==> src/rtl/vga_sync_gen_if.sv <==
// Video timing bundle produced by vga_sync_gen.
// master drives position, blanking, syncs and strobes; slave consumes them.
interface vga_sync_gen_if;
    logic [9:0] pos_h;
    logic [9:0] pos_v;
    logic       blank;
    logic       hsync;
    logic       vsync;
    logic       pix_tick;
    logic       frame_start;

    modport master (
        output pos_h, pos_v, blank, hsync, vsync, pix_tick, frame_start
    );

    modport slave (
        input pos_h, pos_v, blank, hsync, vsync, pix_tick, frame_start
    );
endinterface

==> src/rtl/vga_sync_gen.sv <==
// VGA timing generator: pixel-clock divider, h/v counters, registered
// blank/sync coherent with the position, one-clk frame_start pulse.
module vga_sync_gen #(
    parameter int H_ACTIVE = 640,
    parameter int H_FP     = 16,
    parameter int H_SYNC   = 96,
    parameter int H_BP     = 48,
    parameter int V_ACTIVE = 480,
    parameter int V_FP     = 10,
    parameter int V_SYNC   = 2,
    parameter int V_BP     = 33,
    parameter int CLK_DIV  = 4
) (
    input  logic           clk,
    input  logic           reset,
    vga_sync_gen_if.master vga
);
    localparam int H_TOTAL = H_ACTIVE + H_FP + H_SYNC + H_BP;
    localparam int V_TOTAL = V_ACTIVE + V_FP + V_SYNC + V_BP;

    localparam logic [3:0]  DIV_LAST = 4'(CLK_DIV - 1);
    localparam logic [9:0]  H_LAST   = 10'(H_TOTAL - 1);
    localparam logic [9:0]  V_LAST   = 10'(V_TOTAL - 1);
    localparam logic [10:0] H_VIS    = 11'(H_ACTIVE);
    localparam logic [10:0] V_VIS    = 11'(V_ACTIVE);
    localparam logic [10:0] HS_BEG   = 11'(H_ACTIVE + H_FP);
    localparam logic [10:0] HS_END   = 11'(H_ACTIVE + H_FP + H_SYNC);
    localparam logic [10:0] VS_BEG   = 11'(V_ACTIVE + V_FP);
    localparam logic [10:0] VS_END   = 11'(V_ACTIVE + V_FP + V_SYNC);
    localparam logic        ONE_DIV  = (CLK_DIV == 1);

    logic [3:0] div_cnt;
    logic [3:0] div_nxt;
    logic [9:0] h_cnt;
    logic [9:0] h_nxt;
    logic [9:0] v_cnt;
    logic [9:0] v_nxt;
    logic       adv;
    logic       fs_nxt;
    logic       tick_q;
    logic       fs_q;
    logic       blank_q;
    logic       hs_q;
    logic       vs_q;

    // Next-state counters: pixel advance on the last clk of each pixel period.
    always_comb begin
        adv     = (div_cnt == DIV_LAST);
        div_nxt = adv ? 4'd0 : div_cnt + 4'd1;
        h_nxt   = h_cnt;
        v_nxt   = v_cnt;
        fs_nxt  = 1'b0;
        if (adv) begin
            if (h_cnt == H_LAST) begin
                h_nxt = 10'd0;
                if (v_cnt == V_LAST) begin
                    v_nxt  = 10'd0;
                    fs_nxt = 1'b1;
                end else begin
                    v_nxt = v_cnt + 10'd1;
                end
            end else begin
                h_nxt = h_cnt + 10'd1;
            end
        end
    end

    // State and registered outputs, decoded from next-state counters so
    // blank/sync line up with pos_h/pos_v in the same cycle.
    always_ff @(posedge clk or posedge reset) begin
        if (reset) begin
            div_cnt <= 4'd0;
            h_cnt   <= 10'd0;
            v_cnt   <= 10'd0;
            tick_q  <= 1'b0;
            fs_q    <= 1'b0;
            blank_q <= 1'b0;
            hs_q    <= 1'b1;
            vs_q    <= 1'b1;
        end else begin
            div_cnt <= div_nxt;
            h_cnt   <= h_nxt;
            v_cnt   <= v_nxt;
            tick_q  <= (div_nxt == DIV_LAST);
            fs_q    <= fs_nxt;
            blank_q <= ({1'b0, h_nxt} >= H_VIS) || ({1'b0, v_nxt} >= V_VIS);
            hs_q    <= !(({1'b0, h_nxt} >= HS_BEG) && ({1'b0, h_nxt} < HS_END));
            vs_q    <= !(({1'b0, v_nxt} >= VS_BEG) && ({1'b0, v_nxt} < VS_END));
        end
    end

    // With a divide-by-one clock every cycle is a pixel, so the strobe is
    // simply "not in reset"; otherwise it is the registered divider decode.
    assign vga.pix_tick    = tick_q | (ONE_DIV & ~reset);
    assign vga.pos_h       = h_cnt;
    assign vga.pos_v       = v_cnt;
    assign vga.blank       = blank_q;
    assign vga.hsync       = hs_q;
    assign vga.vsync       = vs_q;
    assign vga.frame_start = fs_q;
endmodule

==> src/flat_wrapper.sv <==
// flat-port wrapper written by rule: the top's interface ports become plain ports
module vga_sync_gen_flat 
#(
    parameter int H_ACTIVE = 640,
    parameter int H_FP     = 16,
    parameter int H_SYNC   = 96,
    parameter int H_BP     = 48,
    parameter int V_ACTIVE = 480,
    parameter int V_FP     = 10,
    parameter int V_SYNC   = 2,
    parameter int V_BP     = 33,
    parameter int CLK_DIV  = 4
)
  (clk, reset, vga_pos_h, vga_pos_v, vga_blank, vga_hsync, vga_vsync, vga_pix_tick, vga_frame_start);
  vga_sync_gen_if vga_i ();
  input  logic clk;
  input  logic reset;
  output wire logic [$bits(vga_i.pos_h)-1:0] vga_pos_h;
  output wire logic [$bits(vga_i.pos_v)-1:0] vga_pos_v;
  output wire logic [$bits(vga_i.blank)-1:0] vga_blank;
  output wire logic [$bits(vga_i.hsync)-1:0] vga_hsync;
  output wire logic [$bits(vga_i.vsync)-1:0] vga_vsync;
  output wire logic [$bits(vga_i.pix_tick)-1:0] vga_pix_tick;
  output wire logic [$bits(vga_i.frame_start)-1:0] vga_frame_start;
  assign vga_pos_h = vga_i.pos_h;
  assign vga_pos_v = vga_i.pos_v;
  assign vga_blank = vga_i.blank;
  assign vga_hsync = vga_i.hsync;
  assign vga_vsync = vga_i.vsync;
  assign vga_pix_tick = vga_i.pix_tick;
  assign vga_frame_start = vga_i.frame_start;
  vga_sync_gen #(.H_ACTIVE(H_ACTIVE), .H_FP(H_FP), .H_SYNC(H_SYNC), .H_BP(H_BP), .V_ACTIVE(V_ACTIVE), .V_FP(V_FP), .V_SYNC(V_SYNC), .V_BP(V_BP), .CLK_DIV(CLK_DIV)) u_core (.clk(clk), .reset(reset), .vga(vga_i));
endmodule
==> config.mk <==
export PLATFORM = sky130hd
export DESIGN_NAME = vga_sync_gen_flat
export DESIGN_NICKNAME = d
export VERILOG_FILES = /design/src/rtl/vga_sync_gen_if.sv /design/src/rtl/vga_sync_gen.sv /design/src/flat_wrapper.sv
export SDC_FILE = /design/constraint.sdc
export NUM_CORES = 1
export LEC_CHECK = 0
export CORE_MARGIN = 5
export CORE_UTILIZATION = 50
export DETAILED_ROUTE_END_ITERATION = 10
export GPL_TIMING_DRIVEN = 0
export HOLD_SLACK_MARGIN = 0.06
export PLACE_DENSITY = 0.76
export SLEW_MARGIN = 20
export SYNTH_ARGS = -nofsm -noshare
export SYNTH_HDL_FRONTEND = slang
export SYNTH_SLANG_ARGS = --single-unit
==> constraint.sdc <==
create_clock -name clk -period 7.5 [get_ports clk]
set_clock_uncertainty 0.15 [all_clocks]
set_input_delay 1.125 -clock clk [delete_from_list [all_inputs] [get_ports clk]]
set_output_delay 1.125 -clock clk [all_outputs]
set_load 0.005 [all_outputs]
# Word level (Yosys, flattened, before mapping)
# Cells that the tools add are included.
# word_totals
out_inout_bits	25
register_bits	29
word_cells	35
in_bits	2
# classes
n_reduce_logical	5
n_addsub	3
n_mux	9
order_cmp	6
n_eq_ne	4
# op_table
cell	n
two-way mux 10 bit	5
adder 10 x 1 -> 10 bit (second input constant)	2
== test 10 bit (second input constant)	2
>= comparator 10 bit (second input constant)	2
>= comparator 10 x 9 -> 1 bit (second input constant)	2
less-than comparator 10 bit (second input constant)	1
less-than comparator 10 x 9 -> 1 bit (second input constant)	1
== test 4 x 2 -> 1 bit (second input constant)	2
adder 4 x 1 -> 4 bit (second input constant)	1
two-way mux 4 bit	1
two-way mux 1 bit	3
logical AND 1 bit	2
zero test 1 bit	2
logical OR 1 bit	1

# Logic depth before layout (Yosys ltp)
# logic_depth
ltp_word	7
mapped_depth	9
mapped_depth_nobuf	8

# Worst setup path before layout
# OpenSTA, ideal clock, no wires.
# synth_path
kind	register to register
from	register u_core.div_cnt[0]
to	register u_core.vs_q, in the netlist u_core.vga.vsync
arrival_time_ns	2.686
setup_slack_ns	4.570
n_path_buf	1
setup_ns	0.094
required_time_ns	7.256
synth_period_minus_slack_ns	2.930
stages_incl_launch_ff	9
cell_sequence	dfrtp_1 -> ha_1 -> or3b_1 -> buf_6 -> or4_4 -> or3_4 -> a21oi_2 -> o22ai_1 -> or4_1
# synth_between
elab_chain_len	5
elab_cells_between_ends	6
cone_classes	order compare: 2; eq/ne: 1; mux: 1; reduce/logical: 2
# synth_lines
element	line	rtl
start: declaration	vga_sync_gen.sv:32	logic [3:0] div_cnt;
start signal: assignment	vga_sync_gen.sv:81	div_cnt <= div_nxt;
== test 4 x 2 -> 1 bit *	vga_sync_gen.sv:48	adv = (div_cnt == DIV_LAST);
two-way mux 10 bit *	vga_sync_gen.sv:53	if (adv) begin
>= comparator 10 x 9 -> 1 bit / less-than comparator 10 x 9 -> 1 bit (equally long branches)	vga_sync_gen.sv:88	vs_q <= !(({1'b0, v_nxt} >= VS_BEG) && ({1'b0, v_nxt} < VS_END));
logical AND 1 bit *	vga_sync_gen.sv:88	
zero test 1 bit *	vga_sync_gen.sv:88	
end signal: assignment	vga_sync_gen.sv:88	
end: declaration	vga_sync_gen.sv:44	logic vs_q;
# Mark *: on every way between the ends. The rest lies on a longest branch, timed or not.

# Final worst setup path
# Same ends and word-level chain as after synthesis.

==> out/qor.csv <==
metric;value;unit
hpwl;2634;µm
ctsHoldBuffers;0;
ctsLongestPathBuffers;2;
rsz0062_at_grt;false;
ys_seq_area_share;44.39;%
synth_fp_nets;185;
viasPerCell;5.563;
grt_pass1_wl;6306;µm
hold_depth;1;
firstDrtPassIters;4;
numCtsBuffers;5;
grt.total_usage;18.22;%
min_period;3073;ps
yosys_warnings;0;
setup_slack;4427;ps
routedWlPerCell;13.98;µm
status;finished, final reports clean;
p_total;0.0002686;W
synth-seq-cells;29;
cp-end-kind;flop;
cts_tree;built;
cp_max_fo;9;
fin_area;2032;µm²
cts-root-buf;clkbuf_4;
max_slew_margin;45.65;%
place.gp.congestion;0.9458;
start_util;52.86;%
hold_path_class;reg -> reg;
grt_max_degree;30;
hold_viol;0;
post_cts_buffers;0;
postPlaceCellArea;1962;µm²
drc;0;
crit_arrival;3170;ps
fmax;325.4;MHz
synth.avg_cell_area;9.215;µm²
p_leak;0.7998;nW
row_count;20;
slowest_delay;540;ps
antenna_found_initial;0;
crit_slowest_cell;or4_4;
final.setup.tns;0;ps
startpoint_type;flop;
ant_nets;0;
synth_area;1640;µm²
ys.flop_type;dfrtp_1;
crit_buf_inv;1;
cts.sinks;29;
cts_resized;0;
report.final.slew_viol_count;0;
grt-ovfl-total;0;
irDropWorstVdd;70.22;µV
worstMarginPinSlew;808.5;ps
wirelength;3578;µm
cp_cell_sequence;ha_1 -> or3b_1 -> buf_6 -> or4_4 -> or3_4 -> a21oi_2 -> o22ai_1 -> or4_1;
fillCellCount;268;
synth_edf_count;0;
reg2regPathDepth;8;
path_clk_slew;90;ps
coreArea;3103;µm²
setup_viol_count_final;0;
path_depth;8;
crit_required;7600;ps
cpLargestDelayFamily;simple AND/OR/NAND/NOR gates;
drive_gt1_share;9.906;%
max-cap-violations;0;
power_density;132.2;nW/µm²
insertion_delay;320;ps
min_period_over_period;40.98;%
diodes;0;
port_buffers;26;
worst-setup-path-type;reg -> reg;
dpl_worst_slack;4430;ps
grt_pass1_vias;1446;
h-tree-depth;2;
async_flop_share;100.0;%
nets;218;
die_h;67.28;µm
drt_iter0_markers;94;
ys_types;47;
boundaryPins;27;
dieArea;4526;µm²
die_w;67.28;µm
routed-via-count;1424;
area_delta_synth_final;23.87;%
synthCells;178;
[layout make-up]
type	count	area [µm²]	share of cell area (%)
Multi-Input combinational cell	127	825.8	40.64
Sequential cell	29	728.2	35.84
Timing Repair Buffer	26	260.3	12.81
Clock buffer	7	65.06	3.202
Tap cell	44	55.05	2.709
Buffer	10	47.55	2.340
Inverter	12	45.04	2.217
Clock inverter	1	5.005	0.2463
[routing by layer]
| metal | share of wire [%] | track usage (%) |
|---|---|---|
| met5 | 0 | 0 |
| met4 | 0.84 | 9.367 |
| met3 | 6.0 | 4.160 |
| met2 | 47 | 29.33 |
| met1 | 46 | 22.78 |
[power by group]
group / switching [W] / internal, W / leakage (nW) / total [W]
Combinational: 0.00000304 / 0.000000506 / 0.375 / 0.00000354
Sequential: 0 / 0.000156 / 0.384 / 0.000156
Clock: 0.0000545 / 0.0000543 / 0.0413 / 0.000109
[stage by stage]
step / utilization, % / hold WS, ps / instances
after floorplan: - / 303.6 / 178
after global placement: 63.02 / 322.5 / 248
after detailed placement: 63.23 / 334.6 / 248
after CTS: 65.48 / 345.8 / 256
after global routing: 65.48 / 368.1 / 256
final: 65.48 / 338.5 / 256
[registers in the layout, summed over array words and instances (netlist names)]
| name | count |
|---|---|
| u_core.vga.pos_v | 10 |
| u_core.vga.frame_start | 1 |
| u_core.vga.vsync | 1 |
| u_core.vga.hsync | 1 |
| u_core.div_cnt | 4 |
| u_core.vga.pos_h | 10 |
| u_core.vga.pix_tick | 1 |
| u_core.vga.blank | 1 |
[synth_stat cells (2+ instances only)]
cell      count  area [µm²]
o21ai_0       8       40.04
xor2_1        5       43.79
or4_1         2       15.01
inv_1        12       45.04
a31oi_1       4       25.02
nand3_1      15       75.07
or3_1         3       18.77
a21oi_1       5       25.02
nor3_1        7       35.03
and4_1        2       17.52
dfrtp_1      27       675.7
nor4_1        2       12.51
nand4_1       8       50.05
clkbuf_1      7       26.28
nor2_1        9       33.78
dfstp_2       2       52.55
o32ai_1       2       17.52
nand2_1      15       56.30
xnor2_1       8       70.07
ha_1          5       62.56
and3_1        2       12.51
buf_2         2       10.01
a211oi_1      2       15.01
[cell families (layout without fill, tap and decap cells)]
group,after synthesis,after routing,share of synthesized area (%)
AO/OA/AOI/OAI,33,33,13.88
adder cells (fa/ha/maj),5,5,3.814
XOR/XNOR,13,13,6.941
AND/OR/NAND/NOR,76,76,25.32
buffers and inverters,22,56,5.645
flip-flops,29,29,44.39
[worst register-to-register path, delay by kind of cell, from the launching register on]
kind	cells	cell delay (ps)
adders and majority gates	1	200
and+or+nand+nor	4	1840
AOI/OAI and AO/OA	2	260
DFF	1	390
buffers and inverters	1	150
[final timing paths]
path                              startpoint                   to  slack, ps
min reg2reg                u_core.div_cnt[0]    u_core.div_cnt[0]        340
max                        u_core.div_cnt[0]     u_core.vga.vsync       4430
max in group asynchronous              reset  u_core.vga.pos_h[6]       5760
min                        u_core.div_cnt[0]    u_core.div_cnt[0]        340
min in group asynchronous              reset  u_core.vga.pos_h[5]       1040
max reg2reg                u_core.div_cnt[0]     u_core.vga.vsync       4430
[placed cells by master, fill, tap and decap left out, types with 2 or more instances in the layout]
master            n
clkdlybuf4s50_1  26
and4_1            2
a21oi_1           5
clkbuf_4          5
o32ai_1           2
or3_1             3
a211oi_1          2
a31oi_1           4
clkbuf_1          7
or4_1             2
nand3_1          15
xor2_1            5
dfrtp_1          27
inv_1            11
xnor2_1           8
nor2_1            9
nand4_1           8
buf_2             2
nand2_1          15
dfstp_2           2
ha_1              5
and3_1            2
o21ai_0           8
clkbuf_8          2
nor3_1            7
Note: power is estimated with default switching activity, not from simulation.
